==> src/rtl/iscas_resp_misr.sv <==
// MISR response compactor for an ISCAS89 netlist under test: discards a warm-up
// window, folds RUN_CYCLES responses into a Galois MISR, then compares to a golden signature.
module iscas_resp_misr #(
  parameter int                   IN_WIDTH   = 6,
  parameter int                   SIG_WIDTH  = 16,
  parameter logic [SIG_WIDTH-1:0] POLY       = 16'h1021,
  parameter logic [SIG_WIDTH-1:0] SEED       = 16'h0000,
  parameter int                   WARMUP     = 8,
  parameter int                   RUN_CYCLES = 1024
) (
  input  logic                 clk,
  input  logic                 rst,
  input  logic                 start,
  input  logic [IN_WIDTH-1:0]  resp,
  input  logic [SIG_WIDTH-1:0] expected,
  output logic                 busy,
  output logic                 done,
  output logic                 pass,
  output logic [SIG_WIDTH-1:0] signature
);

  localparam int MAXC = (WARMUP > RUN_CYCLES) ? WARMUP : RUN_CYCLES;
  localparam int CW   = $clog2(MAXC) + 1;
  localparam logic [CW-1:0] WARM_LAST = CW'((WARMUP > 0) ? WARMUP - 1 : 0);
  localparam logic [CW-1:0] RUN_LAST  = CW'(RUN_CYCLES - 1);

  typedef enum logic [1:0] {S_IDLE, S_WARM, S_COMPACT, S_DONE} state_t;

  // A zero-length warm-up skips straight into compaction.
  localparam state_t FIRST = (WARMUP > 0) ? S_WARM : S_COMPACT;

  state_t               state, state_n;
  logic [CW-1:0]        cnt, cnt_n;
  logic [SIG_WIDTH-1:0] exp_q, exp_n, sig_n, misr_next;
  logic                 pass_n;

  assign misr_next = {signature[SIG_WIDTH-2:0], 1'b0}
                   ^ (signature[SIG_WIDTH-1] ? POLY : '0)
                   ^ SIG_WIDTH'(resp);

  always_ff @(posedge clk or posedge rst) begin
    if (rst) begin
      state     <= S_IDLE;
      cnt       <= '0;
      signature <= SEED;
      exp_q     <= '0;
      pass      <= 1'b0;
    end else begin
      state     <= state_n;
      cnt       <= cnt_n;
      signature <= sig_n;
      exp_q     <= exp_n;
      pass      <= pass_n;
    end
  end

  always_comb begin
    state_n = state;
    cnt_n   = cnt;
    sig_n   = signature;
    exp_n   = exp_q;
    pass_n  = pass;
    case (state)
      S_IDLE, S_DONE: begin
        if (start) begin
          sig_n   = SEED;
          exp_n   = expected;
          cnt_n   = '0;
          pass_n  = 1'b0;
          state_n = FIRST;
        end
      end
      S_WARM: begin
        if (cnt == WARM_LAST) begin
          cnt_n   = '0;
          state_n = S_COMPACT;
        end else begin
          cnt_n = cnt + 1'b1;
        end
      end
      S_COMPACT: begin
        sig_n = misr_next;
        if (cnt == RUN_LAST) begin
          cnt_n   = '0;
          pass_n  = (misr_next == exp_q);
          state_n = S_DONE;
        end else begin
          cnt_n = cnt + 1'b1;
        end
      end
      default: state_n = S_IDLE;
    endcase
  end

  assign busy = (state == S_WARM) || (state == S_COMPACT);
  assign done = (state == S_DONE);

endmodule

==> config.mk <==
export PLATFORM = sky130hd
export DESIGN_NAME = iscas_resp_misr
export DESIGN_NICKNAME = d
export VERILOG_FILES = /design/src/rtl/iscas_resp_misr.sv
export SDC_FILE = /design/constraint.sdc
export NUM_CORES = 1
export LEC_CHECK = 0
export BUFFER_PORTS_ARGS = -buffer_cell sky130_fd_sc_hd__buf_4
export CAP_MARGIN = 0
export CORE_MARGIN = 10
export CORE_UTILIZATION = 54
export CTS_CLUSTER_SIZE = 8
export DETAILED_ROUTE_END_ITERATION = 6
export HOLD_SLACK_MARGIN = 0.06
export PLACE_DENSITY = 0.81
export SYNTH_ARGS = -nofsm -noshare
export SYNTH_HDL_FRONTEND = slang
export SYNTH_SLANG_ARGS = --single-unit
==> constraint.sdc <==
create_clock -name clk -period 2.4 [get_ports clk]
set_input_delay 0.12 -clock clk [delete_from_list [all_inputs] [get_ports clk]]
set_output_delay 0.12 -clock clk [all_outputs]
set_load 0.01 [all_outputs]
==> results.toml <==
[status]
status = "finished, final reports clean"

[sta]
max_slew_margin_pct = 69.0
timing.final.crit_share_pct = 83.5
tightest_slew_ns = 0.454
finalCriticalPeriod_ns = 2.00
tns_ns = 0
holdWs_ns = 0.101
clock_skew_ns = 0.0130
hold_viol_final = 0
drv_slew = 0
setup_viol = 0
rsz0062_at_grt = "no"
fmax_mhz = 499

[floorplan]
ios = 44
num_rows = 23
die_w_um = 84.8
start_util_pct = 56.3
coreArea_mm2 = 0.00403
die_area_mm2 = 0.00719
die_h_um = 84.8

[pwr]
power.leakage_uw = 0.00137
switching_share_pct = 39.5
peakVddDrop_v = 0.000625
clkPwrFrac_pct = 15.9
seq_power_share_pct = 41.0
combPwrFrac_pct = 43.1
netSwitchingPower_uw = 1210
power.density_mw_per_mm2 = 1050
internal_power_uw = 1860

[logic_synthesis]
synthMuxAreaShare_pct = 8.44
synth.avg_cell_area_um2 = 11.3
postSynthNetCount = 230
synth-edff-count = 0
synth_compound_area_share_pct = 13.8
synthTopCellsByArea = "dfrtp_1 51%, mux2_2 8.4%, xor2_1 5.8%"
yosys.area.top_type = "dfrtp_1"
ys.flop_type = "dfrtp_1"
synthXorXnorAreaFrac_pct = 10.3
synth_top_family_by_area = "compound AO/OA/AOI/OAI gates"
ys_types = 37
synthCells = 200
synthTopCellsByCount = "46 x dfrtp_1, 20 x nand2_1, 17 x mux2_2, 15 x xor2_1, 12 x a22o_1"
synth_area_mm2 = 0.00227
yosys.area_share.simple_pct = 11.9
synth.most_common_cell = "dfrtp_1"
synth_seq_cells = 46
yosys_warnings = 0
ys_seq_area_share_pct = 50.7
synthAdderAreaFrac_pct = 2.76
async_reset_ff_share_pct = 100
synth_top_area_share_pct = 50.7

[placed_design]
finalWeightedCongestion = 0.840
port_buffers = 43
dp.cells = 291
place_hpwl_um = 3860

[worst_setup_path]
worstSetupStartpointType = "register"
critPathRequiredTime_ns = 2.59
crit_path_end_kind = "register"
arrival_ns = 2.20
cp_max_fo = 7
path_class = "reg -> reg"

[cts]
clk_pin_slew_ns = 0.08
cts_tree = "yes"
numCtsBuffers = 5
cts_buffer_depth = 2
clock_latency_ns = 0.31
cts_resized = 0
cts_setup_buffers = 0
cts-root-buf = "clkbuf_8"
cts_max_level = 2
clock-sinks = 46

[cells_and_area]
layout.nets = 295
drive_gt1_share_pct = 28.9
syn_to_final_growth_pct = 28.6
n_antenna_cell = 0
final_cells = 316
final_util_pct = 72.4

[route]
drc_errors = 0
vias = 1761
totalWireLength_um = 5220
avgViaCountPerCell = 5.57
wl_per_cell_um = 16.5
ant_nets = 0
drt_iter0_markers = 130
dr.pass1.iters = 5

[job]
maxCapViolations = 0

[global_routing]
antenna_found_initial = 0
grt_pass1_vias = 1812
grt_remaining_overflow = 0
grt_start_max_net_pins = 23
groute.usage.overall_pct = 15.0
grt_pass1_wl_um = 8770

[min_path]
hold_path_class = "in -> reg"
worst paths after layout:
| path | cells past startpoint | slack, ns | from | to |
|---|---|---|---|---|
| min | 3 | 0.10 | resp[0] | signature[0] |
| min reg2reg | 1 | 0.52 | cnt[0] | cnt[0] |
| min in group asynchronous | 3 | 0.29 | rst | cnt[1] |
| max | 6 | 0.40 | state[0] | pass |
| max reg2reg | 6 | 0.40 | state[0] | pass |
| max in group asynchronous | 4 | 1.53 | rst | pass |
critical path, cell delays in order (launching register included):
cell     delay (ns)
dfrtp_1        0.43
inv_1          0.08
ha_1           0.31
nor2b_1        0.28
a21oi_1        0.10
o32ai_1        0.33
mux2_2         0.37
state kept, by name (all words and copies together), names as in the netlist:
register and cells:
cnt 11, exp_q 16, pass 1, signature 16, state 2
cells in the final DEF (no fill, tap or decap), types with 4 or more instances in the layout:
master         Yosys  final
buf_4              0     47
dfrtp_1           46     46
nand2_1           20     20
mux2_2            17     17
dlygate4sd3_1      0     17
xor2_1            15     15
a22o_1            12     12
nand3_1            9      9
xnor2_1            9      9
a31oi_1            8      8
a21oi_1            6      6
o21ai_1            6      6
nor2_1             5      5
ha_1               5      5
clkbuf_8           0      5
nor4_1             4      4
inv_1              5      4
o21ai_0            4      4
logic make-up after synthesis:
logic type / after synthesis
XOR/XNOR: 25
AND/OR/NAND/NOR: 52
buffers and inverters: 11
multiplexers: 17
AO/OA/AOI/OAI: 44
flip-flops: 46
adder cells (fa/ha/maj): 5
stage by stage:
stage / setup WS, ns / power (µW) / instance area (µm²)
finish: 0.397 / 3070 / 2920
global route: 0.264 / 3300 / 2920
CTS: 0.416 / 3090 / 2910
detailed placement: 0.416 / 2580 / 2650
global placement: 0.514 / 2520 / 2650
floorplan: 0.416 / 2180 / 2270
power groups by stage:
| stage | clock [µW] | combinational [µW] | sequential [µW] |
|---|---|---|---|
| 2_1_floorplan | 0 | 945 | 1240 |
| 3_3_place_gp | 0 | 1260 | 1260 |
| 3_5_place_dp | 0 | 1310 | 1270 |
| 4_1_cts | 503 | 1330 | 1260 |
| 5_1_grt | 528 | 1470 | 1300 |
| 6_report | 486 | 1320 | 1260 |
metal layers:
layer	global-route usage (%)	part of all wire [%]	up-vias	wire length (µm)
met3	4.11	5.5	11	288
li1	-	-	850	-
met1	17.1	42	858	2200
met4	7.49	2.2	0	116
met2	25.2	50	42	2610
met5	0	0	-	0
what timing repair did:
action	in CTS	in global routing
endpoints found under the setup margin	0	0
hold buffers	16	1
endpoints found under the hold margin	24	1
area by class of cell:
type                            count  area, µm²
Sequential cell                    46       1150
Fill cell                         305       1110
Multi-Input combinational cell    143       1070
Timing Repair Buffer               64        523
Clock buffer                        5       68.8
Tap cell                           50       62.6
Clock inverter                      3       23.8
Inverter                            5       18.8
No activity file was read; power rests on OpenSTA's default activity.
